`config.mk`:
```
export PLATFORM = sky130hd
export DESIGN_NAME = lcd_frame_sched
export DESIGN_NICKNAME = d
export VERILOG_FILES = /design/src/rtl/lcd_frame_sched.sv
export SDC_FILE = /design/constraint.sdc
export NUM_CORES = 1
export LEC_CHECK = 0
export CAP_MARGIN = 20
export CORE_UTILIZATION = 40
export DETAILED_ROUTE_END_ITERATION = 8
export DONT_BUFFER_PORTS = 1
export SLEW_MARGIN = 20
export SYNTH_ARGS = -nofsm -noshare
export SYNTH_HDL_FRONTEND = slang
export SYNTH_SLANG_ARGS = --single-unit
```
`constraint.sdc`:
```
create_clock -name oscclk -period 1.8 [get_ports oscclk]
set_input_delay 0.18 -clock oscclk [delete_from_list [all_inputs] [get_ports oscclk]]
set_output_delay 0.18 -clock oscclk [all_outputs]
set_load 0.02 [all_outputs]
```
`src/rtl/lcd_frame_sched.sv`:
```
// Frame scheduler: window-set commands then RGB565 pixels as byte pairs to the SPI transmitter.
// Optional abort input enabled by defining LCD_SCHED_ABORT_EN.
module lcd_frame_sched #(
  parameter int H_RES      = 240,
  parameter int V_RES      = 135,
  parameter int X_OFS      = 40,
  parameter int Y_OFS      = 53,
  parameter int GAP_CYCLES = 1000
) (
  input  logic        oscclk,
  input  logic        reset,
  input  logic        start,
  input  logic        frame_en,
`ifdef LCD_SCHED_ABORT_EN
  input  logic        abort,
`endif
  input  logic [15:0] pixel,
  output logic [15:0] pixel_cnt,
  output logic [7:0]  tx_data,
  output logic        tx_dc,
  output logic        tx_valid,
  input  logic        tx_ready,
  output logic        busy,
  output logic        frame_done
);

  localparam logic [15:0] XO   = 16'(X_OFS);
  localparam logic [15:0] YO   = 16'(Y_OFS);
  localparam logic [15:0] XE   = 16'(X_OFS + H_RES - 1);
  localparam logic [15:0] YE   = 16'(Y_OFS + V_RES - 1);
  localparam logic [15:0] LAST = 16'(H_RES * V_RES - 1);
  localparam int          GW   = (GAP_CYCLES > 1) ? $clog2(GAP_CYCLES) : 1;
  localparam logic [GW-1:0] GAP_MAX = GW'(GAP_CYCLES - 1);

  typedef enum logic [2:0] {
    IDLE,
    CMD,
    PIX_HI,
    PIX_LO,
    GAP
  } state_t;

  state_t        state_q, state_d;
  logic [3:0]    byte_cnt_q, byte_cnt_d;
  logic [15:0]   pix_cnt_q, pix_cnt_d;
  logic [7:0]    lo_q, lo_d;
  logic [GW-1:0] gap_cnt_q, gap_cnt_d;
  logic          abort_q, abort_d;
  logic          acc;
  logic [7:0]    cmd_byte;
  logic          cmd_dc;

  assign tx_valid  = (state_q == CMD) || (state_q == PIX_HI)
                  || (state_q == PIX_LO);
  assign busy      = (state_q != IDLE);
  assign pixel_cnt = pix_cnt_q;
  assign acc       = tx_valid && tx_ready;

  always_comb begin
    cmd_byte = 8'h00;
    cmd_dc   = 1'b1;
    unique case (byte_cnt_q)
      4'd0:    begin cmd_byte = 8'h2A; cmd_dc = 1'b0; end
      4'd1:    cmd_byte = XO[15:8];
      4'd2:    cmd_byte = XO[7:0];
      4'd3:    cmd_byte = XE[15:8];
      4'd4:    cmd_byte = XE[7:0];
      4'd5:    begin cmd_byte = 8'h2B; cmd_dc = 1'b0; end
      4'd6:    cmd_byte = YO[15:8];
      4'd7:    cmd_byte = YO[7:0];
      4'd8:    cmd_byte = YE[15:8];
      4'd9:    cmd_byte = YE[7:0];
      default: begin cmd_byte = 8'h2C; cmd_dc = 1'b0; end
    endcase
  end

  always_comb begin
    state_d    = state_q;
    byte_cnt_d = byte_cnt_q;
    pix_cnt_d  = pix_cnt_q;
    lo_d       = lo_q;
    gap_cnt_d  = gap_cnt_q;
    abort_d    = abort_q;
    tx_data    = 8'h00;
    tx_dc      = 1'b0;
    frame_done = 1'b0;
    unique case (state_q)
      IDLE: begin
        abort_d = 1'b0;
        if (start) begin
          state_d    = CMD;
          byte_cnt_d = 4'd0;
        end
      end
      CMD: begin
        tx_data = cmd_byte;
        tx_dc   = cmd_dc;
        if (acc) begin
          if (byte_cnt_q == 4'd10) begin
            state_d    = PIX_HI;
            byte_cnt_d = 4'd0;
          end else begin
            byte_cnt_d = byte_cnt_q + 4'd1;
          end
        end
      end
      PIX_HI: begin
        tx_data = pixel[15:8];
        tx_dc   = 1'b1;
        if (acc) begin
          lo_d    = pixel[7:0];
          state_d = PIX_LO;
        end
      end
      PIX_LO: begin
        tx_data = lo_q;
        tx_dc   = 1'b1;
        if (acc) begin
          if (pix_cnt_q == LAST) begin
            frame_done = 1'b1;
            pix_cnt_d  = 16'd0;
            gap_cnt_d  = '0;
            state_d    = GAP;
          end else begin
            pix_cnt_d = pix_cnt_q + 16'd1;
            state_d   = PIX_HI;
          end
        end
      end
      GAP: begin
        if (gap_cnt_q == GAP_MAX) begin
          gap_cnt_d  = '0;
          byte_cnt_d = 4'd0;
          state_d    = frame_en ? CMD : IDLE;
        end else begin
          gap_cnt_d = gap_cnt_q + 1'b1;
        end
      end
      default: state_d = IDLE;
    endcase
`ifdef LCD_SCHED_ABORT_EN
    // Abort is remembered until the in-flight byte is accepted.
    if (state_q == IDLE || state_q == GAP) begin
      if (abort) begin
        state_d    = IDLE;
        gap_cnt_d  = '0;
        byte_cnt_d = 4'd0;
        abort_d    = 1'b0;
      end
    end else if (acc && (abort || abort_q)) begin
      state_d    = IDLE;
      pix_cnt_d  = 16'd0;
      byte_cnt_d = 4'd0;
      frame_done = 1'b0;
      abort_d    = 1'b0;
    end else if (abort) begin
      abort_d = 1'b1;
    end
`endif
  end

  always_ff @(posedge oscclk or negedge reset) begin
    if (!reset) begin
      state_q    <= IDLE;
      byte_cnt_q <= 4'd0;
      pix_cnt_q  <= 16'd0;
      lo_q       <= 8'h00;
      gap_cnt_q  <= '0;
      abort_q    <= 1'b0;
    end else begin
      state_q    <= state_d;
      byte_cnt_q <= byte_cnt_d;
      pix_cnt_q  <= pix_cnt_d;
      lo_q       <= lo_d;
      gap_cnt_q  <= gap_cnt_d;
      abort_q    <= abort_d;
    end
  end

endmodule

```
==> run_results.csv, run 1 <==
group,metric,value,unit
run_status,status,"finished, violations left",
run_status,violations,"negative setup slack",
finish,nFillCells,443,
worst_setup_path,worst_path_max_delay_cell,"or4_4",
worst_setup_path,reg2reg_setup_slack,-0.31,ns
worst_setup_path,path_delay_family,"simple AND/OR/NAND/NOR gates",
logic_synthesis,ys_types,55,
timing,fin_setup_tns,-4.32,ns
floorplan,ioPinCount,49,
timing,finalSetupViolations,30,
logic_synthesis,yosysWarnings,0,
routing,detail_route.wl_per_cell,18.2,um
timing,fin_crit_sh,120,%
finish,synthToLayoutAreaGrowth,48.2,%
logic_synthesis,synth_edf_count,0,
logic_synthesis,synthFlopType,"dfrtp_1",
worst_setup_path,r2r-end,"gap_cnt_q[4]",
placed_design,pre_cts_slack,-0.126,ns
clock_tree,ctsLongestPathBuffers,2,
job,maxCapViolCount,0,
grt,grt_max_degree,42,
finish,antennaDiodeCount,0,
worst_setup_path,path_common_cell,"or4_4",
worst_setup_path,worstSetupPathType,"reg -> out",
finish,fin_nets,386,
worst_setup_path,path_buf_inv,1,
placed_design,dpl.hpwl,4.83,mm
routing,drc_errors,0,
worst_setup_path,r2r-start,"pixel_cnt[15]",
grt,grt_pass1_vias,2324,
routing,drtAntennaViolNets,0,
worst_setup_path,startpoint_type,"flip-flop",
floorplan,dieArea,6600,sq um
routing,vias,2584,
worst_setup_path,critPathMaxStageDelay,0.54,ns
hold_path,hp-class,"in -> reg",
timing,max_slew.worst_pin.slew,0.428,ns
grt,grt_antenna_before_repair,0,
routing,drt_iter0_drc,198,
floorplan,die_y,81.2,um
worst_setup_path,path_depth,4,
floorplan,start_util,41.9,%
grt,grt-ovfl-total,0,
logic_synthesis,syn_avg_cell_area,9.13,sq um
floorplan,rows,28,
timing,min_period,2.15,ns
hold_path,worst_hold_startpoint,"pixel[7]",
grt,grt_pass1_wl,11.5,mm
timing,maxSlewViolCount,0,
worst_setup_path,crit_chain,"or4_4 -> or4_4 -> nor2_4 -> buf_12",
power_and_ir_drop,powerDensity,955,nW/um^2
finish,drive_gt1_share,46.2,%
timing,hold_viol,0,
floorplan,die_w,81.2,um
worst_setup_path,endpoint,"frame_done",
clock_tree,h-tree-depth,2,
floorplan,core,5990,sq um
timing,max-slew-margin-rel,71.2,%
timing,skew,0.00787,ns
logic_synthesis,synthArstFlopShare,100,%
clock_tree,cts_root_buf,"clkbuf_8",
routing,finalWirelength,8.00,mm
clock_tree,cts_buffers,5,
clock_tree,clk_latency,0.30,ns
worst_setup_path,crit_arrival,1.97,ns
logic_synthesis,netlist_area,2510,sq um
timing,max_freq,465,MHz
routing,drt_pass1_iterations,4,
power_and_ir_drop,power.leakage,1.63,nW
timing,rsz0062_at_grt,"true",
worst_setup_path,reg2regPathDepth,7,
logic_synthesis,netlist_instances,275,
clock_tree,cts_tree,"yes",
worst_setup_path,worst-path-max-fanout,5,
logic_synthesis,ys_ff_latch,41,
logic_synthesis,ys_seq_area_share,40.9,%
clock_tree,cts_num_sinks,41,
worst_setup_path,worstSetupStartpoint,"pixel_cnt[15]",
placed_design,io_buffer_count,0,
grt,track_usage,23.2,%
placed_design,gp_routability_congestion,0.878,
timing,layout_setup_ws,-0.353,ns
logic_synthesis,syn-num-nets,298,
worst_setup_path,end_kind,"primary output",
power_and_ir_drop,vdd_drop_max,0.497,mV
routing,avgViaCountPerCell,5.89,
clock_tree,clkTransAtPathRegs,0.08,ns
worst_setup_path,cp_data_required_time,1.62,ns
-- timing repair --
item | in CTS | in global routing
pin swaps | 16 | 19
endpoints found under the setup margin | 25 | 34
buffers inserted | 20 | 18
hold buffers | 2 | 0
gates resized for setup | 38 | 45
hold endpoints to repair | 41 | 0
-- state kept, by name, summed over array words and instances, names as in the netlist --
| register | count |
|---|---|
| byte_cnt_q | 4 |
| state_q | 3 |
| gap_cnt_q | 10 |
| pixel_cnt | 16 |
| lo_q | 8 |
-- layout make-up --
cell class | instances | area (sq um) | area share, %
repair buffers | 94 | 798 | 21.4
clock buffers | 6 | 72.6 | 1.95
well taps | 75 | 93.8 | 2.52
inverters | 12 | 52.6 | 1.41
clock inverters | 2 | 35.0 | 0.941
flip-flops and latches | 41 | 1040 | 27.9
multi-input cells | 209 | 1630 | 43.8
-- layout by cell type, fill, tap and decap left out, types with 5 or more instances in the layout --
master and instances:
buf_4 73, dfrtp_1 31, nand2_1 20, nor2_1 17, buf_6 16, a21oi_1 11
xnor2_1 11, nand4_1 11, nand3_1 10, dfrtp_2 10, inv_1 9, mux2_2 9
nor3_1 8, nor4_1 8, a31oi_1 6, clkbuf_8 5
-- metrics by stage --
stage	utilization, %	hold slack [ns]	instance area, sq um	instances	power [mW]
finish	62.1	0.0284	3720	439	3.56
CTS	57.2	0.0205	3420	424	3.22
global route	62.1	0.0263	3720	439	3.70
detailed placement	50.6	-0.113	3030	394	2.15
floorplan	-	-0.116	2550	275	1.81
global placement	50.6	-0.114	3030	394	2.15
-- worst min path at each step --
stage / to / slack, ns / cells past startpoint
global route: lo_q[3] / 0.03 / 1
finish: lo_q[7] / 0.03 / 1
detailed placement: byte_cnt_q[3] / -0.11 / 0
CTS: lo_q[7] / 0.02 / 1
global placement: byte_cnt_q[3] / -0.11 / 0
floorplan: byte_cnt_q[0] / -0.12 / 0
-- cells in the mapped netlist, types with 3 or more instances --
cell	count	area, sq um
dfrtp_1	41	1030
nand2_1	22	82.6
nor2_1	22	82.6
a21oi_1	17	85.1
inv_1	12	45.0
nand3_1	12	60.1
xnor2_1	12	105
nand4_1	11	68.8
clkbuf_1	10	37.5
mux2_2	10	113
nor4_1	10	62.6
nor3_1	9	45.0
o21ai_0	8	40.0
a31oi_1	6	37.5
nand2b_1	6	37.5
a21o_1	4	30.0
mux2i_1	4	40.0
o31ai_1	4	30.0
nor3b_1	3	22.5
-- power breakdown --
group	internal, mW	switching [mW]
combinational	0.838	0.899
clock	0.412	0.328
sequential	0.987	0.0918
-- cell families (layout without fill, tap and decap cells) --
logic type	count (synthesis)	after routing	synth area share, %
flops	41	41	40.9
mux	14	14	6.08
simple gates	119	119	26.8
fa+ha+maj	2	2	0.996
buf+inv	25	114	4.14
xor+xnor	14	14	4.88
compound gates	60	60	16.3
-- worst reg2reg max path: cells and delay by family, from the launching register on --
family,cells,cell delay [ns]
flip-flops,1,0.41
buffers and inverters,3,0.35
AO/OA/AOI/OAI,2,0.43
AND/OR/NAND/NOR,2,0.80
-- layer usage --
layer / GRT usage [%] / wire (um) / vias up
li1: - / - / 1206
met1: 31.4 / 3580 / 1251
met2: 36.1 / 3750 / 96
met3: 4.49 / 398 / 31
met4: 9.82 / 272 / 0
met5: 0 / 0 / -
(Power assumes the default switching activity.)
==> inputs of run 2 (changes only) <==
- MAX_ROUTING_LAYER: unset -> met4
- PLACE_DENSITY: unset -> 0.67
==> run 2 against run 1 <==
Effect of this change: the run still ends with negative setup slack left; sequential share of layout area is 1.1 points higher; final cell count is 1.6% lower; total power is 1.7% lower; largest power group unchanged; hold slack better by 0.012 ns; count of clock-buffer cells in the layout is 1 higher; register-to-register slack better by 0.06 ns; die area stayed put; highest routed layer unchanged; cell area is 3.9% lower; first-iteration DRC count is 39% higher; via count is 1.7% higher.
==> run_results.csv, run 2 (synthesis results as in run 1) <==
group,metric,value,unit
hold_path,hp-class,"in -> reg",
worst_setup_path,path_delay_family,"simple AND/OR/NAND/NOR gates",
finish,drive_gt1_share,43.7,%
worst_setup_path,worst-path-max-fanout,2,
worst_setup_path,worstSetupPathType,"reg -> out",
worst_setup_path,reg2reg_setup_slack,-0.25,ns
floorplan,core,5990,sq um
routing,drt_iter0_drc,275,
worst_setup_path,startpoint_type,"flip-flop",
routing,drc_errors,0,
worst_setup_path,endpoint,"frame_done",
finish,mostFrequentLayoutCells,"buf_4, dfrtp_1, nand2_1",
routing,drt_pass1_iterations,5,
clock_tree,cts_root_buf,"clkbuf_8",
placed_design,gp_routability_congestion,0.882,
power_and_ir_drop,power,3.49,mW
timing,fin_setup_tns,-4.00,ns
grt,track_usage,23.5,%
finish,largest_reg_flops,16,
timing,hold_viol,0,
clock_tree,cts_buffers,5,
grt,grt_pass1_vias,2381,
floorplan,rows,28,
worst_setup_path,crit_arrival,1.95,ns
timing,max_freq,469,MHz
run_status,status,"finished, violations left",
worst_setup_path,worstSetupStartpoint,"pixel_cnt[15]",
placed_design,pre_cts_slack,-0.177,ns
run_status,violations,"negative setup slack",
grt,grt_antenna_before_repair,0,
routing,vias,2628,
power_and_ir_drop,powerDensity,977,nW/um^2
placed_design,dpl.hpwl,4.74,mm
worst_setup_path,reg2regPathDepth,7,
floorplan,start_util,41.9,%
worst_setup_path,r2r-end,"gap_cnt_q[9]",
worst_setup_path,cp_data_required_time,1.62,ns
worst_setup_path,end_kind,"primary output",
grt,grt-ovfl-total,0,
grt,grt_max_degree,42,
worst_setup_path,worst_path_max_delay_cell,"or4_4",
timing,rsz0062_at_grt,"true",
worst_setup_path,path_depth,4,
worst_setup_path,critPathMaxStageDelay,0.53,ns
routing,finalWirelength,7.61,mm
finish,final_common_cell,"buf_4",
timing,max_slew.worst_pin.slew,0.470,ns
clock_tree,h-tree-depth,2,
routing,avgViaCountPerCell,6.08,
timing,skew,0.00898,ns
power_and_ir_drop,power.leakage,1.56,nW
timing,layout_setup_ws,-0.333,ns
timing,fin_crit_sh,119,%
floorplan,ioPinCount,49,
clock_tree,cts_num_sinks,41,
worst_setup_path,path_buf_inv,1,
finish,synthToLayoutAreaGrowth,42.4,%
job,maxCapViolCount,0,
finish,antennaDiodeCount,0,
timing,min_period,2.13,ns
timing,hold-worst-slack,0.0400,ns
finish,nFillCells,468,
placed_design,io_buffer_count,0,
clock_tree,cts_tree,"yes",
worst_setup_path,path_common_cell,"or4_4",
timing,max-slew-margin-rel,68.2,%
power_and_ir_drop,vdd_drop_max,0.589,mV
clock_tree,ctsLongestPathBuffers,2,
worst_setup_path,crit_chain,"or4_4 -> or4_4 -> nor2_4 -> buf_6",
grt,grt_pass1_wl,11.5,mm
routing,drtAntennaViolNets,0,
worst_setup_path,r2r-start,"pixel_cnt[15]",
timing,finalSetupViolations,31,
floorplan,die_w,81.2,um
finish,fin_nets,379,
floorplan,die_y,81.2,um
clock_tree,clk_latency,0.29,ns
floorplan,dieArea,6600,sq um
routing,detail_route.wl_per_cell,17.6,um
clock_tree,clkTransAtPathRegs,0.07,ns
timing,maxSlewViolCount,0,
[run 2: cell types whose count changed in the layout (fill, tap and decap cells not counted), sizes merged]
cell / change
buf: -6
clkinv: -1
[run 2: power breakdown]
part           total, mW  internal, mW  switching, mW
clock network      0.774         0.452          0.322
registers           1.10         0.985          0.111
logic               1.62         0.796          0.828
[run 2: how the worst min path moves through the flow]
stage	slack, ns	end	startpoint	cells past startpoint
global placement	-0.11	byte_cnt_q[3]	reset	0
floorplan	-0.12	byte_cnt_q[0]	reset	0
global route	0.02	lo_q[4]	pixel[4]	1
CTS	0.03	lo_q[6]	pixel[6]	1
detailed placement	-0.11	byte_cnt_q[2]	reset	0
finish	0.04	lo_q[6]	pixel[6]	1
[run 2: through the flow]
stage | instance area [sq um] | cells | utilization, %
2_1_floorplan | 2550 | 275 | -
3_3_place_gp | 3020 | 394 | 50.4
4_1_cts | 3360 | 418 | 56.1
6_report | 3580 | 432 | 59.7
5_1_grt | 3580 | 432 | 59.7
3_5_place_dp | 3020 | 394 | 50.4
[run 2: cell type report]
class	count	area, sq um	share of cell area (%)
flip-flops and latches	41	1040	29.0
multi-input cells	209	1570	43.8
clock buffers	7	86.3	2.41
repair buffers	87	717	20.0
well taps	75	93.8	2.62
inverters	12	45.0	1.26
clock inverters	1	30.0	0.840
[run 2: repair_timing]
action	CTS	global route
hold buffers	2	0
pin swaps	8	10
setup buffers	14	15
endpoints found under the setup margin	25	43
hold endpoints to repair	41	0
gates cloned	0	0
resized for setup	24	36
[run 2: layer usage]
metal  wire length (um)  up-vias  GRT usage (%)
met1               3120     1267           30.8
li1                   -     1192              -
met2               3640      140           36.1
met5                  0        -              -
met3                622       29           5.73
met4                236        0           6.61
==> inputs of run 3 (changes only) <==
- SKIP_CTS_REPAIR_TIMING: unset -> 1
==> run 3 against run 2 <==
Effect of this change: the flow still finishes with violations (negative setup slack); count of clock-buffer cells in the layout is the same; final cell count is 0.93% higher; via count increased by 2.8%; critical path type unchanged; clock skew rose by 0.0034 ns; wire length rose by 9.0%; combinational power increased by 9%; sequential cell count unchanged.
==> run_results.csv, run 3 (synthesis results as in run 1) <==
group,metric,value,unit
floorplan,rows,28,
routing,finalWirelength,8.30,mm
worst_setup_path,reg2regPathDepth,5,
hold_path,hp-class,"in -> reg",
timing,maxSlewViolCount,0,
hold_path,holdPathStages,1,
timing,hold_viol,0,
grt,grt.met2_usage,32.5,%
timing,skew,0.0124,ns
finish,antennaDiodeCount,0,
timing,max_slew.worst_pin.slew,0.449,ns
grt,grt_pass1_wl,10.6,mm
placed_design,io_buffer_count,0,
finish,multiInputGateArea,1590,sq um
finish,mostFrequentLayoutCells,"buf_4, dfrtp_1, nand2_1",
floorplan,dieArea,6600,sq um
clock_tree,cts_buffers,5,
placed_design,pre_cts_slack,-0.177,ns
run_status,violations,"negative setup slack",
timing,rsz0062_at_grt,"true",
clock_tree,cts_num_sinks,41,
finish,drive_gt1_share,43.5,%
routing,drt_iter0_drc,329,
grt,grt-ovfl-total,0,
clock_tree,h-tree-depth,2,
power_and_ir_drop,powerDensity,995,nW/um^2
worst_setup_path,crit_arrival,2.03,ns
floorplan,die_y,81.2,um
grt,track_usage,21.4,%
finish,final_common_cell,"buf_4",
worst_setup_path,end_kind,"primary output",
power_and_ir_drop,vdd_drop_max,0.581,mV
timing,hold-worst-slack,0.0399,ns
floorplan,core,5990,sq um
timing,finalSetupViolations,28,
worst_setup_path,worst-path-max-fanout,5,
finish,seq_area,1040,sq um
finish,largest_reg_flops,16,
grt,grt_antenna_before_repair,0,
finish,final_util,61.0,%
finish,fin_nets,383,
grt,busiest_layer,"met2",
worst_setup_path,cp_data_required_time,1.62,ns
run_status,status,"finished, violations left",
routing,drtAntennaViolNets,0,
floorplan,die_w,81.2,um
timing,max_freq,453,MHz
timing,layout_setup_ws,-0.406,ns
placed_design,gp_routability_congestion,0.882,
worst_setup_path,startpoint_type,"flip-flop",
finish,nFillCells,447,
timing,fin_crit_sh,123,%
routing,vias,2701,
routing,avgViaCountPerCell,6.19,
grt,grt_max_degree,42,
worst_setup_path,worstSetupPathType,"reg -> out",
clock_tree,cts_tree,"yes",
power_and_ir_drop,power.leakage,1.59,nW
routing,drt_pass1_iterations,6,
grt,grt.met1_usage,28.7,%
clock_tree,ctsLongestPathBuffers,2,
routing,drc_errors,0,
placed_design,dpl.hpwl,4.74,mm
clock_tree,clk_latency,0.30,ns
floorplan,ioPinCount,49,
job,maxCapViolCount,0,
floorplan,start_util,41.9,%
timing,min_period,2.21,ns
grt,grtUsageMet3,5.17,%
routing,detail_route.wl_per_cell,19.0,um
clock_tree,clkTransAtPathRegs,0.07,ns
clock_tree,cts_root_buf,"clkbuf_8",
timing,max-slew-margin-rel,69.8,%
grt,grt_pass1_vias,2221,
finish,synthToLayoutAreaGrowth,45.6,%
[run 3: per-stage QoR]
| step | setup TNS, ns | cells | area (sq um) | power [mW] |
|---|---|---|---|---|
| global placement | -1.06 | 394 | 3020 | 2.13 |
| CTS | -3.15 | 402 | 3130 | 2.90 |
| global route | -4.64 | 436 | 3660 | 3.77 |
| detailed placement | -1.41 | 394 | 3020 | 2.13 |
| finish | -2.89 | 436 | 3660 | 3.64 |
| floorplan | -1.06 | 275 | 2550 | 1.81 |
[run 3: metal layers]
metal	routed length [um]	vias up
li1	-	1196
met1	3410	1315
met2	3870	149
met3	658	41
met4	363	0
met5	0	-
[run 3: cell type report]
cell class / instances / share of cell area (%)
multi-input combinational: 209 / 43.4
sequential: 41 / 28.4
timing repair buffer: 91 / 20.8
tap: 75 / 2.57
clock buffer: 7 / 2.36
inverter: 12 / 1.57
clock inverter: 1 / 0.821
[run 3: critical path, stage by stage, from the launching register on]
cell,delay (ns)
dfrtp_2,0.40
or4_4,0.54
or4_4,0.46
nor2_4,0.20
buf_6,0.14
[run 3: final timing paths]
path | start | to | slack, ns
min reg2reg | lo_q[6] | lo_q[6] | 0.51
max reg2reg | pixel_cnt[15] | pixel_cnt[14] | -0.20
min | pixel[4] | lo_q[4] | 0.04
max | pixel_cnt[15] | frame_done | -0.41
max in group asynchronous | reset | pixel_cnt[5] | 1.19
min in group asynchronous | reset | byte_cnt_q[2] | 0.36
[run 3: power breakdown]
group	switching [mW]	internal (mW)
clock network	0.330	0.453
registers	0.0960	0.987
logic	0.926	0.847
total	1.35	2.29
